==> config.mk <==
export PLATFORM = sky130hd
export DESIGN_NAME = lbs_wave_regs
export DESIGN_NICKNAME = d
export VERILOG_FILES = /design/src/rtl/lbs_wave_regs_pkg.sv /design/src/rtl/lbs_strobe_edge.sv /design/src/rtl/lbs_wave_regs.sv
export SDC_FILE = /design/constraint.sdc
export NUM_CORES = 1
export LEC_CHECK = 0
export CORE_MARGIN = 3
export CORE_UTILIZATION = 60
export CTS_CLUSTER_DIAMETER = 50
export DETAILED_ROUTE_END_ITERATION = 8
export MAX_ROUTING_LAYER = met4
export PLACE_DENSITY = 0.85
export SYNTH_ARGS = -nofsm -noshare
export SYNTH_HDL_FRONTEND = slang
export SYNTH_SLANG_ARGS = --single-unit
export TNS_END_PERCENT = 10
==> constraint.sdc <==
create_clock -name axi4_lite_clk -period 4.9 [get_ports axi4_lite_clk]
set_input_delay 0.98 -clock axi4_lite_clk [delete_from_list [all_inputs] [get_ports axi4_lite_clk]]
set_output_delay 0.98 -clock axi4_lite_clk [all_outputs]
set_load 0.02 [all_outputs]
==> src/rtl/lbs_wave_regs_pkg.sv <==
`timescale 1ns/1ps
// Shared constants and the address decoder for the wave-path register slave.
package lbs_wave_regs_pkg;

  localparam int unsigned N_EVT = 4;

  localparam logic [15:0] OFS_VERSION    = 16'h0000;
  localparam logic [15:0] OFS_SCRATCH    = 16'h0004;
  localparam logic [15:0] OFS_CTRL       = 16'h0008;
  localparam logic [15:0] OFS_LED_PERIOD = 16'h000C;
  localparam logic [15:0] OFS_STATUS     = 16'h0010;
  localparam logic [15:0] OFS_IRQ_MASK   = 16'h0014;
  localparam logic [15:0] OFS_EVT_CNT0   = 16'h0018;
  localparam logic [15:0] OFS_EVT_CNT1   = 16'h001C;
  localparam logic [15:0] OFS_EVT_CNT2   = 16'h0020;
  localparam logic [15:0] OFS_EVT_CNT3   = 16'h0024;

  localparam int unsigned CTRL_ENABLE_BIT  = 0;
  localparam int unsigned CTRL_CNT_CLR_BIT = 1;
  localparam int unsigned CTRL_MODE_LSB    = 4;
  localparam int unsigned CTRL_MODE_W      = 4;

  typedef enum logic [3:0] {
    REG_VERSION,
    REG_SCRATCH,
    REG_CTRL,
    REG_LED_PERIOD,
    REG_STATUS,
    REG_IRQ_MASK,
    REG_EVT_CNT0,
    REG_EVT_CNT1,
    REG_EVT_CNT2,
    REG_EVT_CNT3,
    REG_NONE
  } reg_sel_e;

  // Word-aligned decode; the two byte-lane bits are masked off.
  function automatic reg_sel_e decode_addr(input logic [15:0] addr);
    logic [15:0] ofs;
    ofs = addr & 16'hFFFC;
    case (ofs)
      OFS_VERSION:    return REG_VERSION;
      OFS_SCRATCH:    return REG_SCRATCH;
      OFS_CTRL:       return REG_CTRL;
      OFS_LED_PERIOD: return REG_LED_PERIOD;
      OFS_STATUS:     return REG_STATUS;
      OFS_IRQ_MASK:   return REG_IRQ_MASK;
      OFS_EVT_CNT0:   return REG_EVT_CNT0;
      OFS_EVT_CNT1:   return REG_EVT_CNT1;
      OFS_EVT_CNT2:   return REG_EVT_CNT2;
      OFS_EVT_CNT3:   return REG_EVT_CNT3;
      default:        return REG_NONE;
    endcase
  endfunction

endpackage

==> src/rtl/lbs_strobe_edge.sv <==
`timescale 1ns/1ps
// Falling-edge detector for the active-low local-bus strobes: one pulse per access.
module lbs_strobe_edge (
  input  logic i_clk,
  input  logic i_rst_n,
  input  logic i_cs_n,
  input  logic i_we_n,
  input  logic i_rd_n,
  output logic o_wr_stb,
  output logic o_rd_stb
);

  logic r_we_dly;
  logic r_rd_dly;

  // Previous-cycle strobe levels; reset high so only a real falling edge fires.
  always_ff @(posedge i_clk or negedge i_rst_n) begin
    if (!i_rst_n) begin
      r_we_dly <= 1'b1;
      r_rd_dly <= 1'b1;
    end else begin
      r_we_dly <= i_we_n;
      r_rd_dly <= i_rd_n;
    end
  end

  assign o_wr_stb = ~i_cs_n & r_we_dly & ~i_we_n;
  assign o_rd_stb = ~i_cs_n & r_rd_dly & ~i_rd_n;

endmodule

==> src/rtl/lbs_wave_regs.sv <==
`timescale 1ns/1ps
// Wave-path control/status register slave behind the AXI4-lite bridge.
module lbs_wave_regs
  import lbs_wave_regs_pkg::*;
#(
  parameter int          U_DLY          = 1,
  parameter logic [31:0] VERSION        = 32'h2014_0100,
  parameter logic [31:0] LED_PERIOD_RST = 32'd50_000_000
) (
  input  logic             axi4_lite_clk,
  input  logic             rst_n,
  input  logic [15:0]      cpu_addr,
  input  logic             cpu_cs,
  input  logic             cpu_we,
  input  logic             cpu_rd,
  input  logic [31:0]      cpu_wdata,
  output logic [31:0]      cpu_rdata,
  input  logic [N_EVT-1:0] evt_in,
  output logic             ctrl_enable,
  output logic [3:0]       ctrl_mode,
  output logic             led_pulse,
  output logic             irq
);

  // U_DLY is kept only so existing instantiations still elaborate; no delays are modelled.

  logic             w_wr_stb;
  logic             w_rd_stb;
  reg_sel_e         w_sel;
  logic             w_cnt_clr;
  logic             w_wr_period;
  logic [N_EVT-1:0] w_w1c;
  logic [31:0]      w_led_max;
  logic [31:0]      w_rdata;
  logic [31:0]      w_evt_cnt [N_EVT];

  logic [31:0]      r_scratch;
  logic             r_ctrl_en;
  logic [3:0]       r_ctrl_mode;
  logic [31:0]      r_led_period;
  logic [N_EVT-1:0] r_status;
  logic [N_EVT-1:0] r_irq_mask;
  logic             r_irq;
  logic [31:0]      r_rdata;
  logic [31:0]      r_led_cnt;
  logic             r_led_pulse;

  lbs_strobe_edge u_strobe_edge (
    .i_clk    (axi4_lite_clk),
    .i_rst_n  (rst_n),
    .i_cs_n   (cpu_cs),
    .i_we_n   (cpu_we),
    .i_rd_n   (cpu_rd),
    .o_wr_stb (w_wr_stb),
    .o_rd_stb (w_rd_stb)
  );

  assign w_sel       = decode_addr(cpu_addr);
  assign w_cnt_clr   = w_wr_stb & (w_sel == REG_CTRL) & cpu_wdata[CTRL_CNT_CLR_BIT];
  assign w_wr_period = w_wr_stb & (w_sel == REG_LED_PERIOD);
  assign w_w1c       = (w_wr_stb && (w_sel == REG_STATUS)) ? cpu_wdata[N_EVT-1:0] : '0;
  assign w_led_max   = (r_led_period == '0) ? '0 : r_led_period - 32'd1;

  // Plain RW registers committed on the write strobe.
  always_ff @(posedge axi4_lite_clk or negedge rst_n) begin
    if (!rst_n) begin
      r_scratch    <= '0;
      r_ctrl_en    <= 1'b0;
      r_ctrl_mode  <= '0;
      r_led_period <= LED_PERIOD_RST;
      r_irq_mask   <= '0;
    end else if (w_wr_stb) begin
      case (w_sel)
        REG_SCRATCH:    r_scratch    <= cpu_wdata;
        REG_CTRL: begin
          r_ctrl_en   <= cpu_wdata[CTRL_ENABLE_BIT];
          r_ctrl_mode <= cpu_wdata[CTRL_MODE_LSB +: CTRL_MODE_W];
        end
        REG_LED_PERIOD: r_led_period <= cpu_wdata;
        REG_IRQ_MASK:   r_irq_mask   <= cpu_wdata[N_EVT-1:0];
        default: ;
      endcase
    end
  end

  // Sticky event flags; a new event outranks a coincident W1C.
  always_ff @(posedge axi4_lite_clk or negedge rst_n) begin
    if (!rst_n) begin
      r_status <= '0;
    end else begin
      r_status <= (r_status & ~w_w1c) | evt_in;
    end
  end

  // Level interrupt from the registered flags and mask.
  always_ff @(posedge axi4_lite_clk or negedge rst_n) begin
    if (!rst_n) begin
      r_irq <= 1'b0;
    end else begin
      r_irq <= |(r_status & r_irq_mask);
    end
  end

  // Per-event wrapping counters; cnt_clr outranks a coincident event.
  for (genvar i = 0; i < N_EVT; i++) begin : g_evt
    logic [31:0] r_cnt;
    always_ff @(posedge axi4_lite_clk or negedge rst_n) begin
      if (!rst_n) begin
        r_cnt <= '0;
      end else if (w_cnt_clr) begin
        r_cnt <= '0;
      end else if (evt_in[i]) begin
        r_cnt <= r_cnt + 32'd1;
      end
    end
    assign w_evt_cnt[i] = r_cnt;
  end

  // LED heartbeat: toggles every max(LED_PERIOD,1) cycles while enabled.
  always_ff @(posedge axi4_lite_clk or negedge rst_n) begin
    if (!rst_n) begin
      r_led_cnt   <= '0;
      r_led_pulse <= 1'b0;
    end else if (!r_ctrl_en) begin
      r_led_cnt   <= '0;
      r_led_pulse <= 1'b0;
    end else if (w_wr_period) begin
      r_led_cnt   <= '0;
    end else if (r_led_cnt == w_led_max) begin
      r_led_cnt   <= '0;
      r_led_pulse <= ~r_led_pulse;
    end else begin
      r_led_cnt   <= r_led_cnt + 32'd1;
    end
  end

  // Read-data mux over current (pre-update) register values.
  always_comb begin
    w_rdata = '0;
    case (w_sel)
      REG_VERSION:    w_rdata = VERSION;
      REG_SCRATCH:    w_rdata = r_scratch;
      REG_CTRL: begin
        w_rdata[CTRL_ENABLE_BIT]                = r_ctrl_en;
        w_rdata[CTRL_MODE_LSB +: CTRL_MODE_W]   = r_ctrl_mode;
      end
      REG_LED_PERIOD: w_rdata = r_led_period;
      REG_STATUS:     w_rdata[N_EVT-1:0] = r_status;
      REG_IRQ_MASK:   w_rdata[N_EVT-1:0] = r_irq_mask;
      REG_EVT_CNT0:   w_rdata = w_evt_cnt[0];
      REG_EVT_CNT1:   w_rdata = w_evt_cnt[1];
      REG_EVT_CNT2:   w_rdata = w_evt_cnt[2];
      REG_EVT_CNT3:   w_rdata = w_evt_cnt[3];
      default:        w_rdata = '0;
    endcase
  end

  // Read data captured once per read access and held until the next one.
  always_ff @(posedge axi4_lite_clk or negedge rst_n) begin
    if (!rst_n) begin
      r_rdata <= '0;
    end else if (w_rd_stb) begin
      r_rdata <= w_rdata;
    end
  end

  assign cpu_rdata   = r_rdata;
  assign ctrl_enable = r_ctrl_en;
  assign ctrl_mode   = r_ctrl_mode;
  assign led_pulse   = r_led_pulse;
  assign irq         = r_irq;

endmodule

==> impl_metrics.yaml <==
run_status:
  status: "complete, but fails checks"
  violations: "design-rule violations"
synthesis:
  synthTopCellsByCount: "dfrtp_1, nand2_1, nor2_1"
  syn-num-nets: 1631
  synth_area_leaders: "dfrtp_1, nand2_1, xor2_1, nor2_1, xnor2_1"
  syn_area_um2: 14600
  syn_area_per_cell_um2: 9.31
  yosysWarnings: 0
  yosysTopAreaCellShare: 0.444
  syn_inst: 1568
  synth_async_sr_flop_share: 1.00
  synthMostInstantiatedCell: "dfrtp_1"
  yosys.area.top_type: "dfrtp_1"
  synth-edff-count: 0
  synth_seq_cells: 273
  synth_ff_type: "dfrtp_1"
  ys_seq_area_frac: 0.469
  synth.distinct_cells: 61
die:
  die_x_um: 162
  core-area_um2: 23700
  ios: 96
  die_h_um: 162
  dieArea_um2: 26200
  start_util: 0.616
  row_count: 56
power_and_ir_drop:
  p_leak_nw: 7.29
  seqPwrFrac: 0.488
  switchingPower_w: 0.00134
  power_density_nw_per_um2: 309
  cellInternalPower_w: 0.00386
  clkPwrFrac: 0.439
  irDropWorstVdd_uv: 249
  combinationalPowerShare: 0.073
  p_sw_frac: 0.257
timing:
  slew_headroom: 0.401
  worst_slack_ps: 505
  min_period_ps: 4390
  setup_viol: 0
  fin_crit_sh: 0.897
  grt_setup_unrepaired: "false"
  worstMarginPinSlew_ps: 899
  hold_violations: 0
  slew_violations: 0
  max_freq_mhz: 228
  fin_worst_skew_ps: 15.7
  fin_setup_tns_ps: 0
worst_setup_path:
  crit_fanout: 24
  rr_endpoint: "r_led_cnt[26]"
  cp.arrival_ps: 4820
  r2r_setup_slack_ps: 510
  worstPathRequired_ps: 5320
  path_class: "reg2reg"
  timing.rr.start: "r_led_period[0]"
  reg2reg_depth: 12
  end_kind: "flop"
  start_kind: "flop"
routing:
  drc: 13
  wl_per_cell_um: 20.9
  viasPerCell: 6.48
  dr.pass1.iters: 9
  drtIter0Drc: 1804
  vias: 12698
  antenna_left: 0
  routed_wl_um: 40900
flow_run:
  cap_violations: 0
layout:
  layout.nets: 1683
  antennaDiodeCount: 0
  syn_to_final_growth_pct: 15.3
  drive_gt1_frac: 0.0926
clock_tree:
  clock_latency_ps: 570
  h-tree-depth: 1
  post_cts_buffers: 0
  cts_made_buffers: 30
  cts-root-buf: "clkbuf_16"
  cts_tree: "built"
  ctsHoldBuffers: 0
  clockBufferDepth: 3
  cts.sinks: 273
  cts_resized: 0
  clk_pin_slew_ps: 70
grt:
  grt_max_degree: 109
  grt_pass1_wl_um: 66000
  grt-ovfl-total: 0
  grt_pass1_vias: 12320
  grt.total_usage: 0.320
  antenna_found_initial: 0
min_path:
  hold_path_class: "in2async"
placed_design:
  globalplace.congestion: 0.973
  place_ws_ps: 659
  hpwlAfterDp_um: 28700
  portBuffers: 93
[sequential cells by signal (all words and copies together) (netlist names)]
| signal | cells |
|---|---|
| g_evt.r_cnt | 128 |
| r_led_cnt | 32 |
| u_strobe_edge.r_rd_dly | 1 |
| led_pulse | 1 |
| r_led_period | 32 |
| cpu_rdata | 32 |
| ctrl_mode | 4 |
| ctrl_enable | 1 |
| r_irq_mask | 4 |
| r_scratch | 32 |
| r_status | 4 |
| irq | 1 |
| u_strobe_edge.r_we_dly | 1 |
[metal layers]
metal  GRT usage  vias to the layer above  part of all wire
met2       0.509                      606              0.48
met1       0.443                     6258              0.41
met4      0.0764                        0             0.026
li1            -                     5746                 -
met3      0.0426                       88             0.089
met5           -                        -                 0
[power by group through the flow]
stage                     Combinational, W  Sequential, W  Clock, W
after global routing              0.000432        0.00255   0.00239
final                             0.000381        0.00253   0.00228
after CTS                         0.000384        0.00253   0.00229
after global placement            0.000362        0.00256         0
after detailed placement          0.000379        0.00256         0
after floorplan                   0.000234        0.00252         0
[cells in the final DEF (no fill, tap or decap), drive strengths merged, types with 46 or more instances in the layout]
master,netlist,routed
a222oi,48,48
clkdlybuf4s50,0,92
dfrtp,259,259
mux2,46,46
nand2,227,227
nand3,58,58
nand4,48,48
nor2,186,186
nor3,69,69
xnor2,74,74
xor2,83,83
[critical path, cell delays in order, from the launching register on]
cell and delay (ps):
dfrtp_1 490, inv_1 120, ha_1 340, nor3b_1 570
nand2_1 450, or4_1 550, nand3_1 120, nand4_1 90
a2111oi_0 480, nand4_1 240, nor3_2 310, buf_4 320
nor3_1 130
[cell families after synthesis]
| kind of cell | after synthesis | share of synthesized area |
|---|---|---|
| AOI/OAI and AO/OA | 232 | 0.122 |
| xor gates and xnor gates | 158 | 0.0957 |
| adders and majority gates | 6 | 0.00514 |
| buffers and inverters | 118 | 0.0309 |
| DFF | 273 | 0.469 |
| muxes | 55 | 0.0417 |
| and+or+nand+nor | 726 | 0.235 |
[metrics by stage]
step	power, W	utilization	instances	hold WS (ps)	area (µm²)
detailed placement	0.00294	0.668	1907	474	15800
global placement	0.00292	0.668	1907	469	15800
floorplan	0.00275	-	1568	462	14600
global route	0.00538	0.711	1961	506	16800
CTS	0.00520	0.711	1961	483	16800
finish	0.00519	0.711	1961	433	16800
[worst max-delay path by stage]
| stage | depth (start not counted) | startpoint | to | slack, ps |
|---|---|---|---|---|
| after floorplan | 13 | r_led_period[0] | led_pulse | 1320 |
| after global placement | 12 | r_led_period[0] | r_led_cnt[30] | 800 |
| after detailed placement | 12 | r_led_period[0] | r_led_cnt[26] | 660 |
| after CTS | 12 | r_led_period[0] | r_led_cnt[26] | 600 |
| after global routing | 12 | r_led_period[0] | r_led_cnt[26] | 70 |
| final | 12 | r_led_period[0] | r_led_cnt[26] | 510 |
[cell type report]
cell class | instances | area (µm²)
clock buffer | 38 | 831
timing repair buffer | 116 | 1160
inverter | 22 | 82.6
fill | 1786 | 6850
clock inverter | 16 | 174
multi-input combinational | 1177 | 7340
sequential | 273 | 6850
tap | 319 | 399
(Power assumes the default switching activity.)
